File: src/rtl/vga_timing_pkg.sv
// Shared constants and types for the 640x480@60 VGA raster generator.
// The optional VGA_TIMING_SYNC_PIPE_EN stage is configured in vga_timing_gen.
package vga_timing_pkg;

   localparam int unsigned H_VISIBLE = 640;
   localparam int unsigned H_FRONT   = 16;
   localparam int unsigned H_SYNC    = 96;
   localparam int unsigned H_BACK    = 48;
   localparam int unsigned V_VISIBLE = 480;
   localparam int unsigned V_FRONT   = 10;
   localparam int unsigned V_SYNC    = 2;
   localparam int unsigned V_BACK    = 33;

   localparam int unsigned H_TOTAL = H_VISIBLE + H_FRONT + H_SYNC + H_BACK;
   localparam int unsigned V_TOTAL = V_VISIBLE + V_FRONT + V_SYNC + V_BACK;

   typedef logic [9:0]  coord_t;
   typedef logic [15:0] frame_cnt_t;

   typedef struct packed {
      logic hs;
      logic vs;
      logic blank;
      logic frame_start;
   } sync_t;

   localparam sync_t SYNC_RST = '{hs: 1'b1, vs: 1'b1, blank: 1'b0, frame_start: 1'b0};

   // Half-open window test used for both sync pulses.
   function automatic logic in_window(coord_t v, coord_t lo, coord_t hi);
      return (v >= lo) && (v < hi);
   endfunction

endpackage

File: src/rtl/vga_timing_gen_if.sv
// Raster bus from the timing generator (master) to renderers and palette stages (slave).
interface vga_timing_gen_if;
   import vga_timing_pkg::*;

   logic       hs;
   logic       vs;
   logic       blank;
   coord_t     DrawX;
   coord_t     DrawY;
   logic       frame_start;
   frame_cnt_t frame_count;

   modport master (
      output hs, vs, blank, DrawX, DrawY, frame_start, frame_count
   );

   modport slave (
      input hs, vs, blank, DrawX, DrawY, frame_start, frame_count
   );
endinterface

File: src/rtl/vga_axis_counter.sv
// Wrapping 0..TOTAL-1 counter with enable; o_carry flags the terminal count
// so the next axis can step on the same enabled edge.
module vga_axis_counter
   import vga_timing_pkg::*;
#(
   parameter int unsigned TOTAL = 800
)(
   input  logic   i_clk,
   input  logic   i_rst,
   input  logic   i_en,
   output coord_t o_cnt,
   output logic   o_carry
);

   coord_t r_cnt;

   assign o_carry = (r_cnt == coord_t'(TOTAL - 1));
   assign o_cnt   = r_cnt;

   // counter state: step on enable, wrap after the terminal count
   always_ff @(posedge i_clk or posedge i_rst) begin
      if (i_rst) begin
         r_cnt <= 10'd0;
      end else if (i_en) begin
         if (o_carry) begin
            r_cnt <= 10'd0;
         end else begin
            r_cnt <= r_cnt + 10'd1;
         end
      end
   end

endmodule

File: src/rtl/vga_timing_gen.sv
// VGA raster timing: h/v counters, registered sync/blank/coordinate decode, frame strobes.
// Define VGA_TIMING_SYNC_PIPE_EN to delay hs/vs/blank/frame_start one more enabled cycle.
module vga_timing_gen
   import vga_timing_pkg::*;
#(
   parameter int unsigned P_H_VISIBLE = H_VISIBLE,
   parameter int unsigned P_H_FRONT   = H_FRONT,
   parameter int unsigned P_H_SYNC    = H_SYNC,
   parameter int unsigned P_H_BACK    = H_BACK,
   parameter int unsigned P_V_VISIBLE = V_VISIBLE,
   parameter int unsigned P_V_FRONT   = V_FRONT,
   parameter int unsigned P_V_SYNC    = V_SYNC,
   parameter int unsigned P_V_BACK    = V_BACK
)(
   input  logic              vga_clk,
   input  logic              reset,
   input  logic              pix_ce,
   vga_timing_gen_if.master  vga
);

   localparam int unsigned H_TOT = P_H_VISIBLE + P_H_FRONT + P_H_SYNC + P_H_BACK;
   localparam int unsigned V_TOT = P_V_VISIBLE + P_V_FRONT + P_V_SYNC + P_V_BACK;

   localparam coord_t H_VIS_C = coord_t'(P_H_VISIBLE);
   localparam coord_t V_VIS_C = coord_t'(P_V_VISIBLE);
   localparam coord_t HS_LO   = coord_t'(P_H_VISIBLE + P_H_FRONT);
   localparam coord_t HS_HI   = coord_t'(P_H_VISIBLE + P_H_FRONT + P_H_SYNC);
   localparam coord_t VS_LO   = coord_t'(P_V_VISIBLE + P_V_FRONT);
   localparam coord_t VS_HI   = coord_t'(P_V_VISIBLE + P_V_FRONT + P_V_SYNC);

   coord_t     w_h_cnt;
   coord_t     w_v_cnt;
   logic       w_h_carry;
   logic       w_v_carry;
   logic       w_v_en;
   logic       w_frame_wrap;
   sync_t      w_sync;
   sync_t      w_sync_out;

   coord_t     r_draw_x;
   coord_t     r_draw_y;
   sync_t      r_sync;
   frame_cnt_t r_frame_cnt;
   frame_cnt_t r_frame_out;

   assign w_v_en       = pix_ce & w_h_carry;
   assign w_frame_wrap = w_v_en & w_v_carry;

   vga_axis_counter #(.TOTAL(H_TOT)) u_h_cnt (
      .i_clk   (vga_clk),
      .i_rst   (reset),
      .i_en    (pix_ce),
      .o_cnt   (w_h_cnt),
      .o_carry (w_h_carry)
   );

   vga_axis_counter #(.TOTAL(V_TOT)) u_v_cnt (
      .i_clk   (vga_clk),
      .i_rst   (reset),
      .i_en    (w_v_en),
      .o_cnt   (w_v_cnt),
      .o_carry (w_v_carry)
   );

   // sync/blank/frame_start decode from the current counters
   always_comb begin
      w_sync             = SYNC_RST;
      w_sync.blank       = (w_h_cnt < H_VIS_C) && (w_v_cnt < V_VIS_C);
      w_sync.hs          = ~in_window(w_h_cnt, HS_LO, HS_HI);
      w_sync.vs          = ~in_window(w_v_cnt, VS_LO, VS_HI);
      w_sync.frame_start = (w_h_cnt == 10'd0) && (w_v_cnt == 10'd0);
   end

   // completed-frame count advances when the raster wraps back to 0,0
   always_ff @(posedge vga_clk or posedge reset) begin
      if (reset) begin
         r_frame_cnt <= 16'd0;
      end else if (w_frame_wrap) begin
         r_frame_cnt <= r_frame_cnt + 16'd1;
      end
   end

   // output registers: one enabled cycle behind the counters
   always_ff @(posedge vga_clk or posedge reset) begin
      if (reset) begin
         r_draw_x    <= 10'd0;
         r_draw_y    <= 10'd0;
         r_sync      <= SYNC_RST;
         r_frame_out <= 16'd0;
      end else if (pix_ce) begin
         r_draw_x    <= w_h_cnt;
         r_draw_y    <= w_v_cnt;
         r_sync      <= w_sync;
         r_frame_out <= r_frame_cnt;
      end
   end

`ifdef VGA_TIMING_SYNC_PIPE_EN
   sync_t r_sync_d;

   // extra stage lines sync/blank up with colour registered after the ROM read
   always_ff @(posedge vga_clk or posedge reset) begin
      if (reset) begin
         r_sync_d <= SYNC_RST;
      end else if (pix_ce) begin
         r_sync_d <= r_sync;
      end
   end

   assign w_sync_out = r_sync_d;
`else
   assign w_sync_out = r_sync;
`endif

   assign vga.DrawX       = r_draw_x;
   assign vga.DrawY       = r_draw_y;
   assign vga.hs          = w_sync_out.hs;
   assign vga.vs          = w_sync_out.vs;
   assign vga.blank       = w_sync_out.blank;
   assign vga.frame_start = w_sync_out.frame_start;
   assign vga.frame_count = r_frame_out;

endmodule

File: src/flat_wrapper.sv
// flat-port wrapper written by rule: the top's interface ports become plain ports
module vga_timing_gen_flat import vga_timing_pkg::*;
#(
   parameter int unsigned P_H_VISIBLE = H_VISIBLE,
   parameter int unsigned P_H_FRONT   = H_FRONT,
   parameter int unsigned P_H_SYNC    = H_SYNC,
   parameter int unsigned P_H_BACK    = H_BACK,
   parameter int unsigned P_V_VISIBLE = V_VISIBLE,
   parameter int unsigned P_V_FRONT   = V_FRONT,
   parameter int unsigned P_V_SYNC    = V_SYNC,
   parameter int unsigned P_V_BACK    = V_BACK
)
  (vga_clk, reset, pix_ce, vga_hs, vga_vs, vga_blank, vga_DrawX, vga_DrawY, vga_frame_start, vga_frame_count);
  vga_timing_gen_if vga_i ();
  input  logic vga_clk;
  input  logic reset;
  input  logic pix_ce;
  output wire logic [$bits(vga_i.hs)-1:0] vga_hs;
  output wire logic [$bits(vga_i.vs)-1:0] vga_vs;
  output wire logic [$bits(vga_i.blank)-1:0] vga_blank;
  output wire logic [$bits(vga_i.DrawX)-1:0] vga_DrawX;
  output wire logic [$bits(vga_i.DrawY)-1:0] vga_DrawY;
  output wire logic [$bits(vga_i.frame_start)-1:0] vga_frame_start;
  output wire logic [$bits(vga_i.frame_count)-1:0] vga_frame_count;
  assign vga_hs = vga_i.hs;
  assign vga_vs = vga_i.vs;
  assign vga_blank = vga_i.blank;
  assign vga_DrawX = vga_i.DrawX;
  assign vga_DrawY = vga_i.DrawY;
  assign vga_frame_start = vga_i.frame_start;
  assign vga_frame_count = vga_i.frame_count;
  vga_timing_gen #(.P_H_VISIBLE(P_H_VISIBLE), .P_H_FRONT(P_H_FRONT), .P_H_SYNC(P_H_SYNC), .P_H_BACK(P_H_BACK), .P_V_VISIBLE(P_V_VISIBLE), .P_V_FRONT(P_V_FRONT), .P_V_SYNC(P_V_SYNC), .P_V_BACK(P_V_BACK)) u_core (.vga_clk(vga_clk), .reset(reset), .pix_ce(pix_ce), .vga(vga_i));
endmodule
File: config.mk
export PLATFORM = sky130hd
export DESIGN_NAME = vga_timing_gen_flat
export DESIGN_NICKNAME = d
export VERILOG_FILES = /design/src/rtl/vga_timing_pkg.sv /design/src/rtl/vga_timing_gen_if.sv /design/src/rtl/vga_axis_counter.sv /design/src/rtl/vga_timing_gen.sv /design/src/flat_wrapper.sv
export SDC_FILE = /design/constraint.sdc
export NUM_CORES = 1
export LEC_CHECK = 0
export CAP_MARGIN = 20
export CORE_ASPECT_RATIO = 2
export CORE_UTILIZATION = 45
export DETAILED_ROUTE_END_ITERATION = 7
export DONT_BUFFER_PORTS = 1
export RECOVER_POWER = 25
export SETUP_SLACK_MARGIN = 0.3
export SKIP_LAST_GASP = 1
export SLEW_MARGIN = 25
export SYNTH_ARGS = -nofsm -noshare
export SYNTH_HDL_FRONTEND = slang
export SYNTH_SLANG_ARGS = --single-unit
File: constraint.sdc
create_clock -name vga_clk -period 2.75 [get_ports vga_clk]
set_input_delay 0.55 -clock vga_clk [delete_from_list [all_inputs] [get_ports vga_clk]]
set_output_delay 0.55 -clock vga_clk [all_outputs]
set_load 0.1 [all_outputs]
==> results.sh, run 1 <==
export IMPL_status="finished, violations left"
export IMPL_seq_area_um2=1900
export IMPL_worst_r2r_cell_count=6
export IMPL_syn_nets=282
export IMPL_fin_worst_skew_ns=0.00308
export IMPL_cts_setup_buffers=0
export IMPL_gr_total_overflow=0
export IMPL_r2r_start="u_core.u_v_cnt.o_cnt[0]"
export IMPL_io_pins=43
export IMPL_yosysTopAreaCell="dfrtp_1"
export IMPL_r2r_slack_ns=0.48
export IMPL_endpoint_kind="register"
export IMPL_synthArstFlopShare_pct=100
export IMPL_cts_buffer_depth=2
export IMPL_fin_cells=365
export IMPL_h_tree_depth=3
export IMPL_place_ws_ns=0.466
export IMPL_period_minus_slack_ns=2.27
export IMPL_drv_slew=77
export IMPL_syn_inst=274
export IMPL_grt_pass1_vias=2052
export IMPL_max_freq_mhz=440
export IMPL_wl_per_cell_um=16.6
export IMPL_synth_flop_cell="dfrtp_1"
export IMPL_drive_above_1_share_pct=23.4
export IMPL_rsz0062_at_grt="no"
export IMPL_cts_hold_buf=0
export IMPL_yosysSeqAreaShare_pct=56.6
export IMPL_finalCritPeriodShare_pct=82.7
export IMPL_min_to="u_core.vga.hs"
export IMPL_drtIter0Drc=77
export IMPL_p_total_w=0.00287
export IMPL_hold_path_cell_count=1
export IMPL_cts_tree="yes"
export IMPL_ant_nets=0
export IMPL_setup_viol=0
export IMPL_path_clk_slew_ns=0.05
export IMPL_syn_avg_cell_area_um2=12.3
export IMPL_synth_common_cells="dfrtp_1 (74), mux2_2 (36), nand2_1 (19), xnor2_1 (19), nor2_1 (18)"
export IMPL_min_path_type="in2reg"
export IMPL_use_met2_pct=28.2
export IMPL_area_growth_pct=9.77
export IMPL_crit_fanout=7
export IMPL_antenna_found_initial=0
export IMPL_drc=0
export IMPL_synth_edf_count=0
export IMPL_synth_area_top_cells="dfrtp_1 (55%), mux2_2 (12%), xnor2_1 (4.9%), xor2_1 (2.3%), nand2_1 (2.1%)"
export IMPL_diodes=0
export IMPL_ys_types=38
export IMPL_nNetsFinal=277
export IMPL_dp_cells=350
export IMPL_cts_root_buf="clkbuf_16"
export IMPL_vias_per_cell=5.44
export IMPL_crit_arrival_ns=2.48
export IMPL_cts_buffers_inserted=9
export IMPL_cts_resized=0
export IMPL_synth_top_cell_area_share_pct=55.0
export IMPL_drt_pass1_iter_count=4
export IMPL_postPlaceCellArea_um2=3420
export IMPL_worstHoldStart="pix_ce"
export IMPL_ir_worst_vdd_mv=0.426
export IMPL_synth_seq_cells=76
export IMPL_crit_required_ns=2.96
export IMPL_hold_viol=0
export IMPL_cts_sinks=76
export IMPL_vias=1986
export IMPL_grtUsageTotal_pct=17.5
export IMPL_rows=44
export IMPL_fin_ws_ns=0.477
export IMPL_cp_start_kind="register"
export IMPL_dp_hpwl_um=4040
export IMPL_die_area_um2=7850
export IMPL_io_buffers=0
export IMPL_grt_use_met3_pct=4.49
export IMPL_timing_setup_critical_path_class="reg2reg"
export IMPL_worstSkewPairLatency_ns=0.33
export IMPL_slew_headroom_pct=-20.7
export IMPL_grt_max_degree=77
export IMPL_start_util_pct=46.3
export IMPL_power_density_nw_per_um2=778
export IMPL_tightestPinTransition_ns=1.81
export IMPL_multi_input_area_um2=1360
export IMPL_wl_um=6050
export IMPL_fin_area_um2=3700
export IMPL_dieHeight_um=124
export IMPL_violations="capacitance limit, slew limit"
export IMPL_grt_busiest_layer="met2"
export IMPL_r2r_end="u_core.r_frame_cnt[1]"
export IMPL_n_fill_cell=654
export IMPL_netlist_area_um2=3370
export IMPL_ys_warn_count=0
export IMPL_p_leak_nw=1.72
export IMPL_yosysMostFrequentCell="dfrtp_1"
export IMPL_coreArea_um2=7270
export IMPL_grtUsageMet1_pct=19.8
export IMPL_die_width_um=63.2
export IMPL_cap_violations=1
export IMPL_finalSetupTns_ns=0
export IMPL_grt_pass1_wl_um=10300
export IMPL_finalWeightedCongestion=0.738
==> worst max-delay path by stage <==
stage / start / endpoint / slack (ns) / cells past startpoint
CTS: u_core.u_v_cnt.o_cnt[0] / u_core.r_frame_cnt[1] / 0.46 / 6
finish: u_core.u_v_cnt.o_cnt[0] / u_core.r_frame_cnt[1] / 0.48 / 6
global route: u_core.u_v_cnt.o_cnt[0] / u_core.r_frame_cnt[1] / 0.34 / 6
detailed placement: u_core.u_v_cnt.o_cnt[0] / u_core.r_frame_cnt[1] / 0.47 / 6
global placement: u_core.u_v_cnt.o_cnt[0] / u_core.r_frame_cnt[1] / 0.57 / 6
floorplan: u_core.u_v_cnt.o_cnt[0] / u_core.r_frame_cnt[1] / 0.70 / 7
==> report_power, final <==
part	total, W	internal (W)	switching, W
Sequential	0.00158	0.00119	0.000388
Clock	0.00111	0.000702	0.000411
Combinational	0.000186	0.0000892	0.0000970
Total	0.00287	0.00198	0.000896
==> state kept, by name (all words and copies together), names as in the netlist, 10 cells and up <==
register	count
u_core.vga.DrawY	10
u_core.r_frame_cnt	16
u_core.vga.frame_count	16
u_core.u_v_cnt.o_cnt	10
u_core.u_h_cnt.o_cnt	10
u_core.vga.DrawX	10
==> cell usage in the layout, fill, tap and decap left out, types with 2 or more instances in the layout <==
master	instances
a21oi_1	4
and3_1	3
and4_1	5
clkbuf_16	9
clkbuf_8	4
dfrtp_1	74
dfstp_2	2
ha_1	5
inv_1	6
mux2_2	36
mux2i_1	2
nand2_1	19
nand3_1	13
nand4_1	11
nand4_2	2
nor2_1	18
nor3_1	6
nor3_4	2
o21ai_0	6
xnor2_1	19
xor2_1	9
==> per-stage QoR <==
step	hold slack, ns	utilization [%]
after global routing	0.278	50.9
final	0.300	50.9
after detailed placement	0.467	47.1
after CTS	0.212	51.1
after global placement	0.473	47.1
after floorplan	0.440	-
==> critical path: stages, from the launching register on <==
cell and delay, ns:
dfrtp_1 0.43, inv_1 0.12, ha_1 0.14, or4b_4 0.46
nor3_4 0.22, and4_1 0.42, mux2_1 0.35
==> per-layer routing <==
| metal | vias to the layer above | wire length (um) |
|---|---|---|
| met5 | - | 0 |
| met4 | 0 | 187 |
| met3 | 13 | 226 |
| met2 | 46 | 3220 |
| met1 | 985 | 2410 |
| li1 | 942 | - |
==> cell families (layout without fill, tap and decap cells) <==
family	count (synthesis)	count (layout)	share of synthesized area, %
buffers and inverters	24	23	3.20
DFF	76	76	56.6
adders and majority gates	5	5	1.86
AOI/OAI and AO/OA	12	12	1.90
xor gates and xnor gates	29	29	7.77
and+or+nand+nor	89	89	15.8
muxes	39	39	13.0
==> layout make-up <==
type | instances | area share, %
clock buffer | 14 | 7.68
clock inverter | 1 | 0.135
inverter | 7 | 0.745
multi-input combinational | 174 | 36.7
sequential | 76 | 51.5
tap | 92 | 3.11
timing repair buffer | 1 | 0.135
Power figures use the tool's default switching activity.
==> run 2, diff against run 1 <==
==> constraint.sdc (replaced) <==
create_clock -name vga_clk -period 2.12 [get_ports vga_clk]
set_input_delay 0.424 -clock vga_clk [delete_from_list [all_inputs] [get_ports vga_clk]]
set_output_delay 0.424 -clock vga_clk [all_outputs]
set_load 0.1 [all_outputs]
==> results.sh, run 2 (synthesis results as in run 1) <==
export IMPL_status="complete, no violations"
export IMPL_period_minus_slack_ns=1.94
export IMPL_grt_pass1_wl_um=11300
export IMPL_coreArea_um2=7270
export IMPL_dieHeight_um=124
export IMPL_crit_required_ns=2.34
export IMPL_drtIter0Drc=85
export IMPL_path_clk_slew_ns=0.05
export IMPL_grt_max_degree=54
export IMPL_max_freq_mhz=514
export IMPL_cp_slowest_cell="or4b_4"
export IMPL_crit_arrival_ns=2.16
export IMPL_crit_fanout=6
export IMPL_cts_buffers_inserted=9
export IMPL_cap_violations=0
export IMPL_ant_nets=0
export IMPL_timing_setup_critical_path_class="reg2reg"
export IMPL_grt_pass1_vias=2152
export IMPL_path_cells="inv_2, ha_1, or4b_4, nor3_4, and4_4, nand4_2, xnor2_2"
export IMPL_drt_pass1_iter_count=4
export IMPL_grtUsageTotal_pct=19.2
export IMPL_hold_viol=0
export IMPL_final_cell_mix="dfrtp_1 (73), mux2_2 (36), buf_4 (20), nor2_1 (18), xnor2_1 (18)"
export IMPL_critPathMaxStageDelay_ns=0.46
export IMPL_cts_root_buf="clkbuf_16"
export IMPL_drc=0
export IMPL_place_ws_ns=0.0532
export IMPL_fin_area_um2=4030
export IMPL_h_tree_depth=3
export IMPL_nNetsFinal=305
export IMPL_finalCritPeriodShare_pct=91.7
export IMPL_finalWeightedCongestion=0.802
export IMPL_gr_total_overflow=0
export IMPL_area_growth_pct=19.7
export IMPL_p_leak_nw=1.88
export IMPL_rows=44
export IMPL_wl_per_cell_um=16.9
export IMPL_die_width_um=63.2
export IMPL_postPlaceCellArea_um2=3620
export IMPL_cp_start_kind="register"
export IMPL_cts_buffer_depth=2
export IMPL_critPathBufInv=1
export IMPL_die_area_um2=7850
export IMPL_worstSkewPairLatency_ns=0.33
export IMPL_cts_tree="yes"
export IMPL_io_buffers=0
export IMPL_rsz0062_at_grt="yes"
export IMPL_finalSetupTns_ns=0
export IMPL_dp_hpwl_um=4500
export IMPL_diodes=0
export IMPL_start_util_pct=46.3
export IMPL_setup_viol=0
export IMPL_tightestPinTransition_ns=1.44
export IMPL_io_pins=43
export IMPL_min_path_type="in2reg"
export IMPL_drv_slew=0
export IMPL_fin_util_pct=55.5
export IMPL_final_common_cell="dfrtp_1"
export IMPL_antenna_found_initial=0
export IMPL_wl_um=6670
export IMPL_vias=2114
export IMPL_slew_headroom_pct=3.47
export IMPL_vias_per_cell=5.37
export IMPL_endpoint_kind="register"
export IMPL_fin_ws_ns=0.176
export IMPL_ir_worst_vdd_mv=0.613
export IMPL_cts_sinks=76
export IMPL_drive_above_1_share_pct=37.1
export IMPL_fin_worst_skew_ns=0.00431
export IMPL_cp_top_family="simple AND/OR/NAND/NOR gates"
export IMPL_power_density_nw_per_um2=952
-- run 2: repair_timing --
item / in CTS / in global routing
hold buffers: 0 / 0
pin swaps: 12 / 10
gates cloned: 0 / 0
resized for setup: 16 / 6
hold endpoints to repair: 0 / 0
setup buffers: 8 / 1
setup endpoints to repair: 23 / 26
-- run 2: through the flow --
| stage | hold WS, ns | power, W | cells |
|---|---|---|---|
| 2_1_floorplan | 0.439 | 0.00228 | 274 |
| 3_3_place_gp | 0.442 | 0.00236 | 369 |
| 3_5_place_dp | 0.443 | 0.00237 | 369 |
| 4_1_cts | 0.0871 | 0.00389 | 393 |
| 5_1_grt | 0.141 | 0.00399 | 394 |
| 6_report | 0.152 | 0.00384 | 394 |
-- run 2: routing by layer --
metal	track usage, %	vias up	wire, um
met5	0	-	0
met3	4.95	9	220
met2	31.4	43	3640
met1	22.6	1068	2650
met4	9.85	0	158
li1	-	994	-
-- run 2: final cells by class --
cell class                      count  area, um^2
Sequential cell                    76        1910
Tap cell                           92         115
Clock buffer                       15         278
Multi-Input combinational cell    174        1440
Clock inverter                      1        5.00
Fill cell                         626        3240
Timing Repair Buffer               29         263
Inverter                            7        27.5
-- run 2: path summary, 6_finish.rpt --
path	startpoint	to	slack, ns	cells after the start
setup reg to reg	u_core.u_v_cnt.o_cnt[0]	u_core.r_frame_cnt[6]	0.18	7
min in group asynchronous	reset	u_core.vga.frame_count[4]	0.29	1
hold reg to reg	u_core.r_frame_cnt[13]	u_core.r_frame_cnt[13]	0.49	1
max in group asynchronous	reset	u_core.vga.frame_count[10]	0.68	2
setup / recovery	u_core.u_v_cnt.o_cnt[0]	u_core.r_frame_cnt[6]	0.18	7
hold / removal	pix_ce	u_core.vga.vs	0.15	1
-- run 2: report_power, final --
| part | total [W] | switching, W | internal [W] |
|---|---|---|---|
| sequential | 0.00202 | 0.000479 | 0.00154 |
| combinational | 0.000384 | 0.000182 | 0.000202 |
| clock | 0.00144 | 0.000548 | 0.000887 |
| total | 0.00384 | 0.00121 | 0.00263 |
==> run 3, diff against run 2 <==
--- a/config.mk
+++ b/config.mk
@@ -7,7 +7,7 @@
 export LEC_CHECK = 0
 export CAP_MARGIN = 20
 export CORE_ASPECT_RATIO = 2
-export CORE_UTILIZATION = 45
+export CORE_UTILIZATION = 40
 export DETAILED_ROUTE_END_ITERATION = 7
 export DONT_BUFFER_PORTS = 1
 export RECOVER_POWER = 25
==> results.sh, run 3 (synthesis results as in run 1) <==
export IMPL_status="finished, violations left"
export IMPL_violations="capacitance limit, slew limit"
export IMPL_sw_frac_of_total_pct=31.1
export IMPL_p_leak_nw=1.88
export IMPL_cts_sinks=76
export IMPL_fin_worst_skew_ns=0.00427
export IMPL_start_util_pct=40.9
export IMPL_drv_slew=77
export IMPL_final_common_cell="dfrtp_1"
export IMPL_io_pins=43
export IMPL_cts_buffer_depth=2
export IMPL_io_buffers=0
export IMPL_grt_pass1_wl_um=11500
export IMPL_r2r_start="u_core.u_v_cnt.o_cnt[0]"
export IMPL_finalSetupTns_ns=0
export IMPL_cap_violations=1
export IMPL_power_frac_comb_pct=8.7
export IMPL_min_path_type="in2reg"
export IMPL_p_seq_share_pct=50.7
export IMPL_dieHeight_um=132
export IMPL_final_cell_mix="dfrtp_1 (74), mux2_2 (36), buf_4 (20), xnor2_1 (18), nor2_1 (17)"
export IMPL_finalCritPeriodShare_pct=93.6
export IMPL_worstSkewPairLatency_ns=0.33
export IMPL_tightestPinTransition_ns=1.66
export IMPL_endpoint_kind="register"
export IMPL_diodes=0
export IMPL_period_minus_slack_ns=1.98
export IMPL_dp_hpwl_um=4510
export IMPL_cts_root_buf="clkbuf_16"
export IMPL_area_growth_pct=20.3
export IMPL_power_density_nw_per_um2=981
export IMPL_worst_r2r_cell_count=7
export IMPL_drc=0
export IMPL_vias_per_cell=5.31
export IMPL_hold_viol=0
export IMPL_drive_above_1_share_pct=37.1
export IMPL_drt_pass1_iter_count=4
export IMPL_cts_buffers_inserted=9
export IMPL_endpoint="u_core.r_frame_cnt[6]"
export IMPL_r2r_end="u_core.r_frame_cnt[6]"
export IMPL_die_area_um2=8810
export IMPL_coreArea_um2=8230
export IMPL_crit_arrival_ns=2.20
export IMPL_h_tree_depth=3
export IMPL_finalHoldWorstSlack_ns=0.150
export IMPL_die_width_um=66.9
export IMPL_p_switching_w=0.00124
export IMPL_worstHoldStart="pix_ce"
export IMPL_rows=47
export IMPL_vias=2124
export IMPL_gr_total_overflow=0
export IMPL_rsz0062_at_grt="yes"
export IMPL_cts_tree="yes"
export IMPL_grt_max_degree=77
export IMPL_p_int_w=0.00274
export IMPL_crit_required_ns=2.34
export IMPL_crit_fanout=6
export IMPL_timing_setup_critical_path_class="reg2reg"
export IMPL_cp_start_kind="register"
export IMPL_nNetsFinal=305
export IMPL_slew_headroom_pct=-10.8
export IMPL_grtUsageTotal_pct=17.5
export IMPL_wl_um=6740
export IMPL_antenna_found_initial=0
export IMPL_cts_hold_buf=0
export IMPL_max_freq_mhz=504
export IMPL_wl_per_cell_um=16.9
export IMPL_r2r_slack_ns=0.14
export IMPL_setup_viol=0
export IMPL_ant_nets=0
export IMPL_ir_worst_vdd_mv=0.492
export IMPL_drtIter0Drc=76
export IMPL_grt_pass1_vias=2310
export IMPL_path_clk_slew_ns=0.06
export IMPL_finalWeightedCongestion=0.719
export IMPL_setup_worst_path_start="u_core.u_v_cnt.o_cnt[0]"
export IMPL_power_share_clock_pct=40.6
==> run 3: layer usage <==
| metal | vias up | wire length (um) | track usage (%) |
|---|---|---|---|
| met5 | - | 0 | 0 |
| met4 | 0 | 188 | 9.57 |
| met3 | 12 | 263 | 4.50 |
| met2 | 38 | 3720 | 29.5 |
| met1 | 1083 | 2570 | 19.3 |
| li1 | 991 | - | - |
==> run 3: critical path, cell delays in order (launching register included) <==
cell     delay, ns
dfrtp_1       0.39
inv_2         0.06
ha_1          0.13
or4b_4        0.46
nor3_4        0.20
and4_4        0.33
nand4_2       0.14
xnor2_2       0.15
==> run 3: power by group through the flow <==
stage | sequential [W] | clock, W | combinational (W)
finish | 0.00201 | 0.00161 | 0.000345
CTS | 0.00201 | 0.00166 | 0.000355
global placement | 0.00204 | 0 | 0.000321
global route | 0.00203 | 0.00172 | 0.000379
detailed placement | 0.00204 | 0 | 0.000330
floorplan | 0.00200 | 0 | 0.000280
==> run 3: final cells by class <==
| type | count | area (um^2) |
|---|---|---|
| Fill cell | 739 | 4180 |
| Tap cell | 98 | 123 |
| Clock inverter | 6 | 88.8 |
| Multi-Input combinational cell | 174 | 1430 |
| Sequential cell | 76 | 1900 |
| Clock buffer | 10 | 229 |
| Timing Repair Buffer | 29 | 245 |
| Inverter | 7 | 27.5 |
==> run 3: worst min path at each step <==
stage                                      to  slack [ns]  cells after the start
finish                          u_core.vga.vs        0.15                      1
CTS                       u_core.vga.DrawX[3]        0.08                      2
global route                    u_core.vga.vs        0.14                      1
detailed placement  u_core.vga.frame_count[4]        0.44                      2
global placement          u_core.vga.DrawX[1]        0.44                      2
floorplan              u_core.r_frame_cnt[15]        0.44                      1
==> run 3: stage by stage <==
stage               cell area (um^2)  total power (W)  util [%]  worst slack (ns)  instances
floorplan                       3420          0.00228         -             0.109        274
detailed placement              3600          0.00237      43.7            0.0438        373
global placement                3600          0.00236      43.7            0.0866        373
CTS                             4010          0.00403      48.6             0.158        395
finish                          4050          0.00397      49.2             0.136        400
global route                    4050          0.00413      49.2            0.0469        400
==> run 3: timing repair <==
action / CTS / global route
pin swaps: 13 / 2
resized for setup: 15 / 7
setup buffers: 6 / 5
setup endpoints to repair: 24 / 26
